==> src/rtl/ctrl_pkg.sv <==
// Shared types and encodings for the multi-cycle RV32I control unit.
// Optional performance counters are enabled with CTRL_PERF_CNT_EN.
package ctrl_pkg;

    typedef enum logic [2:0] {
        FETCH,
        DECODE,
        EXEC,
        MEM,
        WB,
        TRAP
    } state_t;

    typedef enum logic [3:0] {
        CL_NOP,
        CL_ALU_R,
        CL_ALU_I,
        CL_LUI,
        CL_AUIPC,
        CL_JAL,
        CL_JALR,
        CL_BRANCH,
        CL_LOAD,
        CL_STORE
    } cls_t;

    localparam logic [4:0] OPC_LOAD   = 5'b00000;
    localparam logic [4:0] OPC_FENCE  = 5'b00011;
    localparam logic [4:0] OPC_IMM    = 5'b00100;
    localparam logic [4:0] OPC_AUIPC  = 5'b00101;
    localparam logic [4:0] OPC_STORE  = 5'b01000;
    localparam logic [4:0] OPC_REG    = 5'b01100;
    localparam logic [4:0] OPC_LUI    = 5'b01101;
    localparam logic [4:0] OPC_BRANCH = 5'b11000;
    localparam logic [4:0] OPC_JALR   = 5'b11001;
    localparam logic [4:0] OPC_JAL    = 5'b11011;
    localparam logic [4:0] OPC_SYSTEM = 5'b11100;

    localparam logic [3:0] ALU_ADD  = 4'd0;
    localparam logic [3:0] ALU_SUB  = 4'd1;
    localparam logic [3:0] ALU_SLT  = 4'd2;
    localparam logic [3:0] ALU_SLTU = 4'd3;
    localparam logic [3:0] ALU_XOR  = 4'd4;
    localparam logic [3:0] ALU_OR   = 4'd5;
    localparam logic [3:0] ALU_AND  = 4'd6;
    localparam logic [3:0] ALU_SLL  = 4'd7;
    localparam logic [3:0] ALU_SRL  = 4'd8;
    localparam logic [3:0] ALU_SRA  = 4'd9;

    localparam logic [1:0] CAUSE_NONE    = 2'd0;
    localparam logic [1:0] CAUSE_ILLEGAL = 2'd1;
    localparam logic [1:0] CAUSE_IMEM_TO = 2'd2;
    localparam logic [1:0] CAUSE_DMEM_TO = 2'd3;

    localparam logic [1:0] WB_ALU  = 2'd0;
    localparam logic [1:0] WB_LOAD = 2'd1;
    localparam logic [1:0] WB_PC4  = 2'd2;

    localparam logic [1:0] OPA_RS1  = 2'd0;
    localparam logic [1:0] OPA_PC   = 2'd1;
    localparam logic [1:0] OPA_ZERO = 2'd2;

    typedef struct packed {
        cls_t       cls;
        logic [3:0] alu_op;
        logic [2:0] funct3;
    } dec_t;

    function automatic logic [3:0] alu_from_f3(logic [2:0] f3, logic alt);
        logic [3:0] op;
        unique case (f3)
            3'b000:  op = alt ? ALU_SUB : ALU_ADD;
            3'b001:  op = ALU_SLL;
            3'b010:  op = ALU_SLT;
            3'b011:  op = ALU_SLTU;
            3'b100:  op = ALU_XOR;
            3'b101:  op = alt ? ALU_SRA : ALU_SRL;
            3'b110:  op = ALU_OR;
            default: op = ALU_AND;
        endcase
        return op;
    endfunction

endpackage

==> src/rtl/ctrl_decode.sv <==
// Combinational classification of an RV32I instruction word.
// Produces instruction class, ALU op, funct3 and an illegal flag.
module ctrl_decode
    import ctrl_pkg::*;
(
    input  logic [31:0] instr_i,
    output dec_t        dec_o,
    output logic        illegal_o
);

    logic [4:0] opc;
    logic [2:0] f3;
    logic       f7_ok;
    logic       alt;
    logic       unused_bits;

    assign opc   = instr_i[6:2];
    assign f3    = instr_i[14:12];
    assign alt   = instr_i[30];
    assign f7_ok = (instr_i[31:25] == 7'b0000000) ||
                   (instr_i[31:25] == 7'b0100000);
    assign unused_bits = ^{instr_i[24:15], instr_i[11:7]};

    always_comb begin
        dec_o        = '0;
        dec_o.funct3 = f3;
        dec_o.alu_op = ALU_ADD;
        illegal_o    = 1'b0;
        if (instr_i[1:0] != 2'b11) begin
            illegal_o = 1'b1;
        end else begin
            unique case (opc)
                OPC_REG: begin
                    dec_o.cls    = CL_ALU_R;
                    dec_o.alu_op = alu_from_f3(f3, alt);
                    illegal_o    = !f7_ok;
                end
                OPC_IMM: begin
                    // bit 30 is part of the immediate except for shifts
                    dec_o.cls    = CL_ALU_I;
                    dec_o.alu_op = alu_from_f3(f3, alt & (f3 == 3'b101));
                    illegal_o    = (f3[1:0] == 2'b01) && !f7_ok;
                end
                OPC_LUI:   dec_o.cls = CL_LUI;
                OPC_AUIPC: dec_o.cls = CL_AUIPC;
                OPC_JAL:   dec_o.cls = CL_JAL;
                OPC_JALR:  dec_o.cls = CL_JALR;
                OPC_BRANCH: begin
                    dec_o.cls = CL_BRANCH;
                    illegal_o = (f3[2:1] == 2'b01);
                end
                OPC_LOAD: begin
                    dec_o.cls = CL_LOAD;
                    illegal_o = (f3 == 3'b011) || (f3[2:1] == 2'b11);
                end
                OPC_STORE: begin
                    dec_o.cls = CL_STORE;
                    illegal_o = f3[2] || (f3[1:0] == 2'b11);
                end
                OPC_FENCE, OPC_SYSTEM: dec_o.cls = CL_NOP;
                default: illegal_o = 1'b1;
            endcase
        end
    end

endmodule

==> src/rtl/ctrl_fsm.sv <==
// Multi-cycle RV32I control FSM: FETCH/DECODE/EXEC/MEM/WB with sticky trap.
// Define CTRL_PERF_CNT_EN to add cycle and retired-instruction counters.
module ctrl_fsm
    import ctrl_pkg::*;
#(
    parameter int ALU_OP_W    = 4,
    parameter int MEM_TIMEOUT = 16,
    parameter int TO_CNT_W    = 5
) (
    input  logic                clk_i,
    input  logic                rst_ni,
    input  logic [31:0]         instr_i,
    input  logic                imem_ack_i,
    input  logic                dmem_ack_i,
    input  logic                br_less_i,
    input  logic                br_equal_i,
    output logic                imem_req_o,
    output logic                ir_wren_o,
    output logic                pc_wren_o,
    output logic                br_sel_o,
    output logic                br_unsigned_o,
    output logic [1:0]          op_a_sel_o,
    output logic                op_b_sel_o,
    output logic [ALU_OP_W-1:0] alu_op_o,
    output logic                rd_wren_o,
    output logic                mem_rden_o,
    output logic                mem_wren_o,
    output logic [2:0]          lsu_size_o,
    output logic [1:0]          wb_sel_o,
`ifdef CTRL_PERF_CNT_EN
    output logic [31:0]         cycle_cnt_o,
    output logic [31:0]         instret_cnt_o,
`endif
    output logic                trap_o,
    output logic [1:0]          trap_cause_o
);

    state_t              state_q, state_d;
    logic [TO_CNT_W-1:0] cnt_q;
    logic [31:0]         ir_q;
    dec_t                dec, dec_q;
    logic                illegal;
    logic [1:0]          cause_q, cause_d;
    logic                waiting;
    logic                limit;
    logic                taken;

    ctrl_decode u_decode (
        .instr_i   (ir_q),
        .dec_o     (dec),
        .illegal_o (illegal)
    );

    assign waiting = ((state_q == FETCH) && !imem_ack_i) ||
                     ((state_q == MEM) && !dmem_ack_i);
    assign limit   = (MEM_TIMEOUT != 0) &&
                     (cnt_q == TO_CNT_W'(MEM_TIMEOUT - 1));
    assign taken   = (dec_q.funct3[2] ? br_less_i : br_equal_i) ^
                     dec_q.funct3[0];

    always_ff @(posedge clk_i or negedge rst_ni) begin
        if (!rst_ni) begin
            state_q <= FETCH;
        end else begin
            state_q <= state_d;
        end
    end

    always_ff @(posedge clk_i or negedge rst_ni) begin
        if (!rst_ni) begin
            cnt_q   <= '0;
            ir_q    <= '0;
            dec_q   <= '0;
            cause_q <= CAUSE_NONE;
        end else begin
            if (state_d != state_q) cnt_q <= '0;
            else if (waiting)       cnt_q <= cnt_q + 1'b1;
            if ((state_q == FETCH) && imem_ack_i) ir_q <= instr_i;
            if (state_q == DECODE) dec_q <= dec;
            if ((state_d == TRAP) && (state_q != TRAP)) cause_q <= cause_d;
        end
    end

    always_comb begin
        state_d = state_q;
        cause_d = CAUSE_NONE;
        unique case (state_q)
            FETCH: begin
                if (imem_ack_i) begin
                    state_d = DECODE;
                end else if (limit) begin
                    state_d = TRAP;
                    cause_d = CAUSE_IMEM_TO;
                end
            end
            DECODE: begin
                if (illegal) begin
                    state_d = TRAP;
                    cause_d = CAUSE_ILLEGAL;
                end else begin
                    state_d = EXEC;
                end
            end
            EXEC: begin
                unique case (dec_q.cls)
                    CL_BRANCH:          state_d = FETCH;
                    CL_LOAD, CL_STORE:  state_d = MEM;
                    default:            state_d = WB;
                endcase
            end
            MEM: begin
                if (dmem_ack_i) begin
                    state_d = (dec_q.cls == CL_LOAD) ? WB : FETCH;
                end else if (limit) begin
                    state_d = TRAP;
                    cause_d = CAUSE_DMEM_TO;
                end
            end
            WB:      state_d = FETCH;
            TRAP:    state_d = TRAP;
            default: state_d = FETCH;
        endcase
    end

    always_comb begin
        imem_req_o    = 1'b0;
        ir_wren_o     = 1'b0;
        pc_wren_o     = 1'b0;
        br_sel_o      = 1'b0;
        br_unsigned_o = 1'b0;
        op_a_sel_o    = OPA_RS1;
        op_b_sel_o    = 1'b0;
        alu_op_o      = '0;
        rd_wren_o     = 1'b0;
        mem_rden_o    = 1'b0;
        mem_wren_o    = 1'b0;
        lsu_size_o    = '0;
        wb_sel_o      = WB_ALU;
        // operand selects stay put from EXEC through WB so the ALU result holds
        if (state_q inside {EXEC, MEM, WB}) begin
            alu_op_o = ALU_OP_W'(dec_q.alu_op);
            unique case (dec_q.cls)
                CL_ALU_I, CL_JALR, CL_LOAD, CL_STORE: begin
                    op_b_sel_o = 1'b1;
                end
                CL_LUI: begin
                    op_a_sel_o = OPA_ZERO;
                    op_b_sel_o = 1'b1;
                end
                CL_AUIPC, CL_JAL, CL_BRANCH: begin
                    op_a_sel_o = OPA_PC;
                    op_b_sel_o = 1'b1;
                end
                default: ;
            endcase
        end
        unique case (state_q)
            FETCH: begin
                imem_req_o = 1'b1;
                ir_wren_o  = imem_ack_i;
            end
            EXEC: begin
                if (dec_q.cls == CL_BRANCH) begin
                    br_unsigned_o = dec_q.funct3[1];
                    br_sel_o      = taken;
                    pc_wren_o     = 1'b1;
                end
            end
            MEM: begin
                mem_rden_o = (dec_q.cls == CL_LOAD);
                mem_wren_o = (dec_q.cls == CL_STORE);
                lsu_size_o = dec_q.funct3;
                pc_wren_o  = (dec_q.cls == CL_STORE) && dmem_ack_i;
            end
            WB: begin
                rd_wren_o = (dec_q.cls != CL_NOP);
                pc_wren_o = 1'b1;
                if (dec_q.cls inside {CL_JAL, CL_JALR}) begin
                    br_sel_o = 1'b1;
                    wb_sel_o = WB_PC4;
                end else if (dec_q.cls == CL_LOAD) begin
                    wb_sel_o = WB_LOAD;
                end
            end
            default: ;
        endcase
    end

    assign trap_o       = (state_q == TRAP);
    assign trap_cause_o = cause_q;

`ifdef CTRL_PERF_CNT_EN
    always_ff @(posedge clk_i or negedge rst_ni) begin
        if (!rst_ni) begin
            cycle_cnt_o   <= '0;
            instret_cnt_o <= '0;
        end else begin
            if (state_q != TRAP) cycle_cnt_o <= cycle_cnt_o + 32'd1;
            if (pc_wren_o) instret_cnt_o <= instret_cnt_o + 32'd1;
        end
    end
`endif

endmodule

==> config.mk <==
export PLATFORM = sky130hd
export DESIGN_NAME = ctrl_fsm
export DESIGN_NICKNAME = d
export VERILOG_FILES = /design/src/rtl/ctrl_pkg.sv /design/src/rtl/ctrl_decode.sv /design/src/rtl/ctrl_fsm.sv
export SDC_FILE = /design/constraint.sdc
export NUM_CORES = 1
export LEC_CHECK = 0
export ABC_AREA = 1
export ABC_CLOCK_PERIOD_IN_PS = 4900
export BUFFER_PORTS_ARGS = -buffer_cell sky130_fd_sc_hd__buf_2
export CAP_MARGIN = 5
export CORE_MARGIN = 2
export CORE_UTILIZATION = 58
export CTS_BUF_LIST = sky130_fd_sc_hd__clkbuf_4
export DETAILED_ROUTE_END_ITERATION = 10
export PLACE_DENSITY_LB_ADDON = 0.1
export SETUP_SLACK_MARGIN = 0.15
export SLEW_MARGIN = 20
export SYNTH_ARGS = -nofsm -noshare
export SYNTH_HDL_FRONTEND = slang
export SYNTH_SLANG_ARGS = --single-unit
==> constraint.sdc <==
create_clock -name clk_i -period 4.9 [get_ports clk_i]
set_clock_uncertainty 0.15 [all_clocks]
set_input_delay 0.245 -clock clk_i [delete_from_list [all_inputs] [get_ports clk_i]]
set_output_delay 0.245 -clock clk_i [all_outputs]
set_load 0.02 [all_outputs]
==> impl_summary.log <==
INFO  metric period_share = 52.29%
INFO  metric worst_pin_slew = a little over 900 ps
INFO  metric dr.pass1.iters = 4
INFO  metric crit_arrival = ~2200 ps
INFO  metric wl_per_cell = about 11 µm
INFO  metric area.growth.synth_to_final = 24.43%
INFO  metric worst_hold_slack = around 14 ps
INFO  metric mappedNetlistArea = 2151 µm²
INFO  metric hp-class = input port to flop
INFO  metric critical_path.n_buffers_inverters = 1
INFO  metric cts_tree = done
INFO  metric final-hold-violation-count = 0
INFO  metric p_clk_share = between 10% and 20%
INFO  metric worstSetupStartpointType = flop
INFO  metric core-area = roughly 3600 µm²
INFO  metric leakagePower = ~0.0014 µW
INFO  metric layout_fillers = around 300
INFO  metric place.port_buffers = 45
INFO  metric tritoncts.num_buffers = 5
INFO  metric finalNetCount = ~400
INFO  metric post-layout-total-power = between 1000 and 1500 µW
INFO  metric antenna_cells = 0
INFO  metric drt.antenna.violating_nets = 0
INFO  metric postLayoutCoreUtil = roughly 74%
INFO  metric timing.critical_path.cells = nor2_1 > nand2_2 > nor2_2 > buf_2
INFO  metric power_switching_share = 45.15%
INFO  metric post_synth.cell_area_avg = about 7.4 µm²
INFO  metric global_route_wire_length_before_repair = just under 8 mm
INFO  metric final-max-slew-violation-count = 0
INFO  metric clockBufferDepth = 2
INFO  metric setup_viol_count_final = 0
INFO  metric int_pwr = 756.5 µW
INFO  metric rsz0062_at_grt = no
INFO  metric clk_pin_slew_worst_paths = 110 ps
INFO  metric root_buffer = sky130_fd_sc_hd__clkbuf_4
INFO  metric gr-usage-all-layers = a little under a quarter
INFO  metric grt_overflow = 0
INFO  metric worstPathMaxFanout = 27
INFO  metric fp.dieW = ~65 µm
INFO  metric drt-total-wl = between 4 and 5 mm
INFO  metric routed-via-count = 2078
INFO  metric crit_slowest_cell = sky130_fd_sc_hd__nor2_2
INFO  metric die_y = roughly 65 µm
INFO  metric cpLargestDelayFamily = simple AND/OR/NAND/NOR gates
INFO  metric cts.sink_count = 38
INFO  metric power_density_normalized_to_cell_area = between 500 and 600 nW/µm²
INFO  metric post_cts_buffers = 0
INFO  metric post_cts_gate_resize_count = 0
INFO  metric synth_top_area_share = between 40% and 50%
INFO  metric outcome = complete, no violations
INFO  metric drc_violations = 0
INFO  metric endpoint_kind = primary output
INFO  metric maxCapViolations = 0
INFO  metric first_global_vias = ~1900
INFO  metric netlist_top_cells_area = sky130_fd_sc_hd__dfrtp_1, sky130_fd_sc_hd__nand2_1, sky130_fd_sc_hd__nor2_1
INFO  metric worstSkewPairLatency = approximately 330 ps
INFO  metric grt_max_degree = 39
INFO  metric worst_supply_voltage_drop_on_vdd = about 300 µV
INFO  metric postSynth.asyncResetShare = 100.0%
INFO  metric number_of_enable_flip_flop_cells_after_synthesis = 0
INFO  metric drt-vias-per-instance = between 5 and 6
INFO  metric antenna_found_initial = 0
INFO  metric finalSetupTns = 0 ps
INFO  metric netlist-cell-type-count = 36
INFO  metric finish.cell_count_without_fillers = approximately 400
INFO  metric p_sw = between 600 and 700 µW
INFO  metric postSynth.topFlopCell = sky130_fd_sc_hd__dfrtp_1
INFO  metric floorplan.rows = 22
INFO  metric netlist.top_cell.by_area = sky130_fd_sc_hd__dfrtp_1
INFO  metric yosys_register_bits = 38
INFO  metric initial_utilization = between 50% and 60%
INFO  metric synth_warnings = 0
INFO  metric min_period = 2562 ps
INFO  metric synth_fp_nets = 330
INFO  metric synth_sequential_area_ratio = between 40% and 50%
INFO  metric drt_iter0_markers = 122
INFO  metric cp_slowest_stage_delay = ~730 ps
INFO  metric ctsHtreeMaxLevel = 2
INFO  metric cts_hold_repair.buffers = 17
INFO  metric p_seq_share = 37.0%
INFO  metric cp.required = approximately 4500 ps
INFO  metric max_clock_freq = approximately 0.39 GHz
INFO  metric placed_cells = 380
INFO  metric timing.max_slew.rel_slack = a little under two fifths
INFO  metric weighted_congestion_at_the_end_of_routability_driven_global_placement = ~0.81
INFO  metric io-pin-count = 61
INFO  metric die_area = 4211 µm²
INFO  metric synthCells = 290
INFO  metric worst-setup-path-type = flop to primary output
INFO  metric sum_of_net_half_perimeters_after_detailed_placement = 3.256 mm
INFO  metric power.combinational.fraction = between 40% and 50%
INFO  metric drive_above_1_share = between 10% and 20%
==> worst reg2reg max path, delay by kind of cell, from the launching register on <==
family,cells,cell delay (ps)
AND/OR/NAND/NOR,5,1280
buffers and inverters,1,490
flip-flops,1,470
==> cells in the mapped netlist, drive strengths merged, types with 3 or more instances <==
cell,number
o21ai,19
dfrtp,38
nand3,16
o21bai,3
nor2,45
o22ai,7
a21oi,6
nor3,4
inv,39
nand2,87
==> routing by layer <==
| metal | GRT usage [%] | up-vias | share of wire, % |
|---|---|---|---|
| met4 | 7.447 | 0 | 1.2 |
| li1 | - | 1072 | - |
| met5 | 0 | - | 0 |
| met3 | 4.688 | 4 | 7.2 |
| met1 | 31.40 | 925 | 46 |
| met2 | 39.05 | 77 | 46 |
==> registers in the layout, indices dropped and copies added, names as in the netlist <==
register      cells
trap_cause_o      2
cnt_q             5
ir_q             17
state_q           3
dec_q            11
==> cells by family (layout without fill, tap and decap cells) <==
logic type | Yosys count | count (layout) | share of synthesized area, %
xor+xnor | 4 | 4 | 1.629
buf+inv | 43 | 110 | 7.562
compound gates | 45 | 45 | 13.73
flops | 38 | 38 | 44.21
mux | 1 | 1 | 0.4654
fa+ha+maj | 2 | 2 | 1.163
simple gates | 157 | 157 | 31.24
==> per-stage QoR <==
step	area [µm²]	setup WS (ps)
final	2676	2338
after global routing	2676	2115
after CTS	2676	2328
after detailed placement	2424	2451
after global placement	2424	2511
after floorplan	2151	2665
==> final timing paths <==
check | startpoint | end | slack [ps] | depth (start not counted)
worst max register to register | state_q[1] | ir_q[29] | 2400 | 6
worst min register to register | ir_q[1] | ir_q[1] | 330 | 2
worst max-delay path | state_q[1] | ir_wren_o | 2340 | 4
min in group asynchronous | rst_ni | dec_q[5] | 380 | 2
max in group asynchronous | rst_ni | ir_q[14] | 3700 | 2
worst min-delay path | instr_i[14] | ir_q[14] | 10 | 3
==> layout make-up <==
| type | instances | area [µm²] | share of cell area (%) |
|---|---|---|---|
| Sequential cell | 38 | 950.9 | 35.53 |
| Timing Repair Buffer | 62 | 395.4 | 14.77 |
| Multi-Input combinational cell | 209 | 1037 | 38.76 |
| Inverter | 40 | 150.1 | 5.610 |
| Tap cell | 48 | 60.06 | 2.244 |
| Clock inverter | 1 | 30.03 | 1.122 |
| Clock buffer | 7 | 52.55 | 1.964 |
==> power by group through the flow <==
stage               Combinational, µW  Clock [µW]  Sequential, µW
finish                            656         213             510
global route                      754         231             526
CTS                               658         219             509
detailed placement                643           0             516
global placement                  628           0             512
floorplan                         505           0             501
==> layout by cell type, fill, tap and decap left out, types with 7 or more instances in the layout <==
| cell type | n |
|---|---|
| sky130_fd_sc_hd__inv_1 | 33 |
| sky130_fd_sc_hd__dlygate4sd3_1 | 17 |
| sky130_fd_sc_hd__dfrtp_1 | 38 |
| sky130_fd_sc_hd__nor2_1 | 40 |
| sky130_fd_sc_hd__clkbuf_4 | 7 |
| sky130_fd_sc_hd__buf_2 | 45 |
| sky130_fd_sc_hd__nand3_1 | 14 |
| sky130_fd_sc_hd__nand2_1 | 84 |
| sky130_fd_sc_hd__o21ai_0 | 18 |
Note: power is estimated with default switching activity, not from simulation.
